`config.mk`:
```
export PLATFORM = sky130hd
export DESIGN_NAME = mod_down_timer
export DESIGN_NICKNAME = d
export VERILOG_FILES = /design/src/rtl/mod_down_timer.sv
export SDC_FILE = /design/constraint.sdc
export NUM_CORES = 1
export LEC_CHECK = 0
export CAP_MARGIN = 20
export CORE_MARGIN = 3
export CORE_UTILIZATION = 27
export DETAILED_ROUTE_END_ITERATION = 12
export SLEW_MARGIN = 5
export SYNTH_ARGS = -nofsm -noshare
export SYNTH_HDL_FRONTEND = slang
export SYNTH_SLANG_ARGS = --single-unit
```
`constraint.sdc`:
```
create_clock -name clk -period 4.8 [get_ports clk]
set_clock_uncertainty 0.1 [all_clocks]
set_input_delay 0.72 -clock clk [delete_from_list [all_inputs] [get_ports clk]]
set_output_delay 0.72 -clock clk [all_outputs]
set_load 0.01 [all_outputs]
```
`src/rtl/mod_down_timer.sv`:
```
// -----------------------------------------------------------------------------
// mod_down_timer
//
// Programmable down-counting timer. A start pulse loads load_value and the
// block then counts enabled cycles down to zero. On expiry it emits a
// one-cycle done pulse. If auto_reload is high at expiry it reloads and keeps
// running. enable low pauses the count and stop aborts it.
//
// Parameters
//   n            counter width in bits (2..32)
//
// Ports
//   clk          rising-edge clock
//   reset_n      asynchronous active-low reset
//   start        load load_value and begin counting (sampled on clk rise)
//   stop         abort the current count; has priority over start
//   enable       count-advance qualifier; low pauses the count
//   auto_reload  at expiry, reload load_value and stay running
//   load_value   period in enabled cycles (0 = expire immediately)
//   count        remaining count (registered)
//   busy         high while running (registered)
//   done         one-cycle expiry pulse (registered)
// -----------------------------------------------------------------------------
module mod_down_timer #(
    parameter int n = 4
) (
    input  logic         clk,
    input  logic         reset_n,
    input  logic         start,
    input  logic         stop,
    input  logic         enable,
    input  logic         auto_reload,
    input  logic [n-1:0] load_value,
    output logic [n-1:0] count,
    output logic         busy,
    output logic         done
);

    localparam logic [0:0]   ST_IDLE  = 1'b0;
    localparam logic [0:0]   ST_RUN   = 1'b1;
    localparam logic [n-1:0] CNT_ZERO = {n{1'b0}};
    localparam logic [n-1:0] CNT_ONE  = {{(n-1){1'b0}}, 1'b1};

    logic [0:0]   state_r;
    logic [0:0]   state_s;
    logic [n-1:0] count_r;
    logic [n-1:0] count_s;
    logic         done_r;
    logic         done_s;
    logic         busy_r;
    logic         load_zero_s;

    assign load_zero_s = (load_value == CNT_ZERO);

    // Next-state / next-count decode: stop beats start, start beats counting.
    always_comb begin
        state_s = state_r;
        count_s = count_r;
        done_s  = 1'b0;
        case (state_r)
            ST_IDLE: begin
                if (stop) begin
                    count_s = CNT_ZERO;
                end else if (start) begin
                    if (load_zero_s) begin
                        // Zero-length timer expires on the sampling edge.
                        done_s  = 1'b1;
                        count_s = CNT_ZERO;
                    end else begin
                        count_s = load_value;
                        state_s = ST_RUN;
                    end
                end else begin
                    count_s = count_r;
                end
            end
            ST_RUN: begin
                if (stop) begin
                    count_s = CNT_ZERO;
                    state_s = ST_IDLE;
                end else if (start) begin
                    // Restart discards the interrupted count without a done.
                    if (load_zero_s) begin
                        done_s  = 1'b1;
                        count_s = CNT_ZERO;
                        state_s = ST_IDLE;
                    end else begin
                        count_s = load_value;
                    end
                end else if (enable) begin
                    if (count_r > CNT_ONE) begin
                        count_s = count_r - CNT_ONE;
                    end else begin
                        // count 1 is the last enabled cycle; a stray 0 is
                        // treated the same so RUN can never stall.
                        done_s = 1'b1;
                        if (auto_reload && !load_zero_s) begin
                            count_s = load_value;
                        end else begin
                            count_s = CNT_ZERO;
                            state_s = ST_IDLE;
                        end
                    end
                end else begin
                    count_s = count_r;
                end
            end
            default: begin
                count_s = CNT_ZERO;
                state_s = ST_IDLE;
            end
        endcase
    end

    // State, count and output registers.
    always_ff @(posedge clk or negedge reset_n) begin
        if (!reset_n) begin
            state_r <= ST_IDLE;
            count_r <= CNT_ZERO;
            done_r  <= 1'b0;
            busy_r  <= 1'b0;
        end else begin
            state_r <= state_s;
            count_r <= count_s;
            done_r  <= done_s;
            busy_r  <= (state_s == ST_RUN);
        end
    end

    assign count = count_r;
    assign busy  = busy_r;
    assign done  = done_r;

endmodule

```
After elaboration in Yosys (flattened, before gate mapping)
Cells that the tools add are included.

Bitwise logic cells: 1. Equal/unequal tests: 2. Divide/modulo/power cells: 0. Magnitude comparators: 1. $add $sub $neg: 1. Multiplexer cells: 26. Reductions and logical operators: 4. Multipliers: 0. Shifts and indexed selects: 0.

Operators by type and width (count): 4-bit 2-to-1 mux (8); 1-bit 2-to-1 mux (15); 4-bit one-hot mux with 2 select lines (1); 4-bit by 1-bit greater-than comparator with 1-bit output, second input constant (1); 4-bit zero test (1); 4-bit inequality test, second input constant (1); 1-bit one-hot mux with 2 select lines (2); 4-bit by 1-bit subtractor with 4-bit output, second input constant (1); 3-bit inequality test, second input constant (1); 2-bit AND reduction (1); 1-bit logical AND (1); 1-bit zero test (1); 1-bit inverter (1).

Bits in read-only memories: 0. Bits in latches: 0. Memories kept: 0. Bits of input ports: 10. Bits in registers: 6. Bits in writable memories: 0. Output and inout port bits: 6.

Logic depth before layout (Yosys ltp)
Word-level depth: 9. Mapped depth: 7.

Least setup slack after synthesis
No wires, ideal clock.

Path kind: register -> register. From: register count_r[0], in the netlist count[0]. To: register count_r[0], in the netlist count[0]. Arrival: 1.600 ns. Stages on the path, launching flop included: 8. Path slack: 2.963 ns. Cell sequence: dfrtp_1 inv_1 ha_1 or2_1 buf_6 a31o_1 a221oi_2 a211oi_1.

Longest elaborated chain between the ends: 6. Elaborated cells between the ends (all ways): 7.

RTL lines: start, declared (RTL line 46) `logic [n-1:0] count_r;`; start signal, assigned (RTL line 124) `count_r <= count_s;`; 4-bit by 1-bit subtractor with 4-bit output / 4-bit by 1-bit greater-than comparator with 1-bit output (equally long branches) (RTL line 92, 91); 4-bit 2-to-1 mux (*) (RTL line 91) `if (count_r > CNT_ONE) begin`; 4-bit 2-to-1 mux (*) (RTL line 90) `end else if (enable) begin`; 4-bit 2-to-1 mux (*) (RTL line 81) `end else if (start) begin`; 4-bit 2-to-1 mux (*) (RTL line 78) `if (stop) begin`; 4-bit one-hot mux with 2 select lines (*) (RTL line 60) `case (state_r)`.

Mark *: on every way between the ends. The rest lies on a longest branch, timed or not. The select of a mux whose other input is x is not followed. A chain may end at the register's enable or synchronous reset.

Worst setup path in the final report
From: register count_r[2], in the netlist count[2]. To: output port count[2].

RTL lines: end, declared (RTL line 34) `output logic [n-1:0] count,`.

No word-level cell between the ends.

==> metrics.log <==
[metrics] CTS H-Tree Depth: 1
[metrics] Hold Crit Class: reg2reg
[metrics] count of different cell masters after synthesis: 28
[metrics] final sum of negative setup slack: 0 ns
[metrics] cells after synthesis: 51
[metrics] total of hold buffers inserted after clock tree synthesis: 0
[metrics] Max Slew Vio Count: 0
[metrics] width of the chip: 48.0 um
[metrics] global-route wire length before repair: 2.04 mm
[metrics] number of cells in the design after placement: 79
[metrics] data required time of the worst path: 3.98 ns
[metrics] power density of the placed cells: 249 nW/um^2
[metrics] I/O Buffers: 15
[metrics] combined area of the multi-input logic cells: 300 sq um
[metrics] critical path type: reg2out
[metrics] post-cts sizing count: 0
[metrics] Post-Route WL: 1.23 mm
[metrics] syn avg cell area: 9.35 sq um
[metrics] DR vias: 470
[metrics] most used cells in the layout excluding fill and tap cells: 15 x sky130_fd_sc_hd__clkdlybuf4s50_1, 6 x sky130_fd_sc_hd__dfrtp_1, 4 x sky130_fd_sc_hd__a21oi_1, 4 x sky130_fd_sc_hd__nand2b_1, 4 x sky130_fd_sc_hd__nor2_1
[metrics] clk sinks: 6
[metrics] Synth Area in Adders: 5.25%
[metrics] CTS tree: yes
[metrics] element type at the critical path start: flop
[metrics] register-to-register setup slack: 2.91 ns
[metrics] crit-path cells: clkdlybuf4s50_1
[metrics] post-DR wirelength/cell: 15.0 um
[metrics] xor and xnor fraction of the mapped netlist area: 1.84%
[metrics] #FFs+latches synth: 6
[metrics] Fillers: 155
[metrics] share of the synthesized area in compound gates (AO/OA/AOI/OAI): 28.3%
[metrics] critical path data arrival time: 1.35 ns
[metrics] number of max-cap violations: 0
[metrics] standard-cell row count: 14
[metrics] post-synth net total: 63
[metrics] total overflow reported by the global router: 0
[metrics] portion of the post-synthesis area used by sequential elements: 31.5%
[metrics] post-detailed-placement half-perimeter wirelength: 930 um
[metrics] status: finished, final reports clean
[metrics] worst skew pair latency: 0.25 ns
[metrics] leakage power summed over all cells: 0.240 nW
[metrics] shortest clock period the worst path allows after layout: 2.17 ns
[metrics] Largest delay share family, worst path: buffers and inverters
[metrics] fraction of synthesized area in multiplexers: 2.10%
[metrics] total global-route track usage: 13.0%
[metrics] floorplan die area: 2310 sq um
[metrics] first-pass iteration count of the detailed router: 4
[metrics] simple-gate area share of the yosys netlist: 25.5%
[metrics] maximum number of pins on one net before global-route repair: 12
[metrics] capturing element type of the critical path: output port
[metrics] highest clock rate: 461 MHz
[metrics] number of cells in the finished layout apart from fillers: 82
[metrics] main combinational cell family by area after synthesis: compound AO/OA/AOI/OAI gates
[metrics] startpoint of the worst register-to-register path: count[0]$_DFFE_PN0P_
[metrics] count of final hold-check violations: 0
[metrics] Area growth syn-to-layout: 36.5%
[metrics] Slew @ Worst Pin: 0.422 ns
[metrics] final net count: 80
[metrics] Ports: 16
[metrics] Period Utilization, post-route: 45.1%
[metrics] total standard cell area after synthesis: 477 sq um
[metrics] vias in the first global route: 429
[metrics] drc violations: 0
[metrics] most common library cell in the layout ignoring fill and taps: sky130_fd_sc_hd__clkdlybuf4s50_1
[metrics] last weighted congestion value of the routability-driven placer: 0.819
[metrics] Die Span Y: 48.0 um
[metrics] number of buffer and inverter instances along the worst setup path: 1
[metrics] diode insertion count for antenna repair: 0
[metrics] biggest fanout along the worst timing path: 5
[metrics] standard cell core area: 1580 sq um
[metrics] root buf cell: sky130_fd_sc_hd__clkbuf_4
[metrics] CTS Buf Count: 3
[metrics] post-CTS clock slew at the launch and capture registers of the worst setup and hold paths: 0.05 ns
[metrics] Worst setup startpoint: count[2]$_DFFE_PN0P_
[metrics] Sequential cell area: 150 sq um
[metrics] post-route antenna net violation count: 0
[metrics] unrepaired setup endpoints after global routing: no
[metrics] fraction of final layout cells sized beyond drive strength 1: 12.1%
[metrics] slowest stage cell on the critical path: sky130_fd_sc_hd__clkdlybuf4s50_1
[metrics] # Post-CTS Setup Buffers: 0
[metrics] Starting Density: 30.2%
[metrics] drt via density: 5.73
[metrics] delay contributed by the slowest stage of the critical path: 0.60 ns
[metrics] yosys synthesis warning count: 0
[metrics] Peak VDD IR: 167 uV
[metrics] maximum root-to-sink buffer count: 2
[metrics] antenna violations before repair: 0
[metrics] startpoint of the worst hold path: count[0]$_DFFE_PN0P_
[metrics] Final setup violation count: 0
[metrics] worst-case headroom to the max-slew limit: 71.8%
[metrics] DRC marker count from the first detailed-route iteration: 14
## cell type report
| type | count | area share [%] |
|---|---|---|
| multi-input combinational | 40 | 46.2 |
| sequential | 6 | 23.1 |
| timing repair buffer | 15 | 23.1 |
| clock buffer | 3 | 3.46 |
| tap | 16 | 3.08 |
| inverter | 2 | 1.15 |
## where the power goes
| group | internal (W) | switching, W |
|---|---|---|
| registers | 0.0000545 | 0.00000673 |
| clock network | 0.0000284 | 0.0000192 |
| logic | 0.0000268 | 0.0000263 |
| total | 0.000110 | 0.0000523 |
## registers in the layout (all words and copies together) (netlist names)
name	cells
count	4
busy	1
done	1
## per-layer routing
metal | track usage [%] | wire length, um | vias up | part of all wire [%]
li1 | - | - | 219 | -
met4 | 4.84 | 0 | 0 | 0
met5 | 0 | 0 | - | 0
met1 | 18.9 | 577 | 224 | 47
met2 | 17.4 | 543 | 27 | 44
met3 | 4.51 | 112 | 0 | 9.1
## path summary, 6_finish.rpt
check / to / depth (start not counted)
setup reg to reg: count[1]$_DFFE_PN0P_ / 6
hold reg to reg: count[0]$_DFFE_PN0P_ / 2
hold / removal: count[0]$_DFFE_PN0P_ / 2
min in group asynchronous: done$_DFF_PN0_ / 1
max in group asynchronous: count[0]$_DFFE_PN0P_ / 1
setup / recovery: count[2] / 1
## metrics by stage
step / setup WS (ns) / instance area [sq um] / util (%) / total power (W) / hold WS (ns)
final: 2.63 / 651 / 41.3 / 0.000162 / 0.550
after CTS: 2.62 / 651 / 41.3 / 0.000165 / 0.552
after global placement: 2.50 / 628 / 39.8 / 0.000115 / 0.540
after floorplan: 2.96 / 477 / - / 0.0000927 / 0.324
after detailed placement: 2.47 / 628 / 39.8 / 0.000115 / 0.545
after global routing: 2.60 / 651 / 41.3 / 0.000172 / 0.568
## synthesized netlist by cell type, drive strengths merged
library cell | number | area (sq um)
nand2b | 4 | 25.0
a31o | 2 | 17.5
or2 | 1 | 6.26
buf | 1 | 11.3
nor2 | 5 | 26.3
a221oi | 1 | 15.0
inv | 2 | 7.51
a41oi | 1 | 16.3
o211ai | 1 | 7.51
a22oi | 2 | 15.0
nand2 | 3 | 11.3
o21ai | 1 | 5.00
a211oi | 1 | 7.51
clkbuf | 2 | 7.51
mux2i | 1 | 10.0
nand4b | 1 | 8.76
a31oi | 1 | 6.26
xnor2 | 1 | 8.76
o21bai | 1 | 7.51
dfrtp | 6 | 150
or3 | 1 | 6.26
o32ai | 2 | 17.5
nor2b | 1 | 6.26
ha | 2 | 25.0
and2 | 1 | 6.26
nor4 | 2 | 25.0
a21oi | 4 | 20.0
## logic make-up after synthesis
| family | Yosys count |
|---|---|
| fa+ha+maj | 2 |
| flops | 6 |
| compound gates | 17 |
| simple gates | 19 |
| buf+inv | 5 |
| mux | 1 |
| xor+xnor | 1 |
Power figures use the tool's default switching activity.
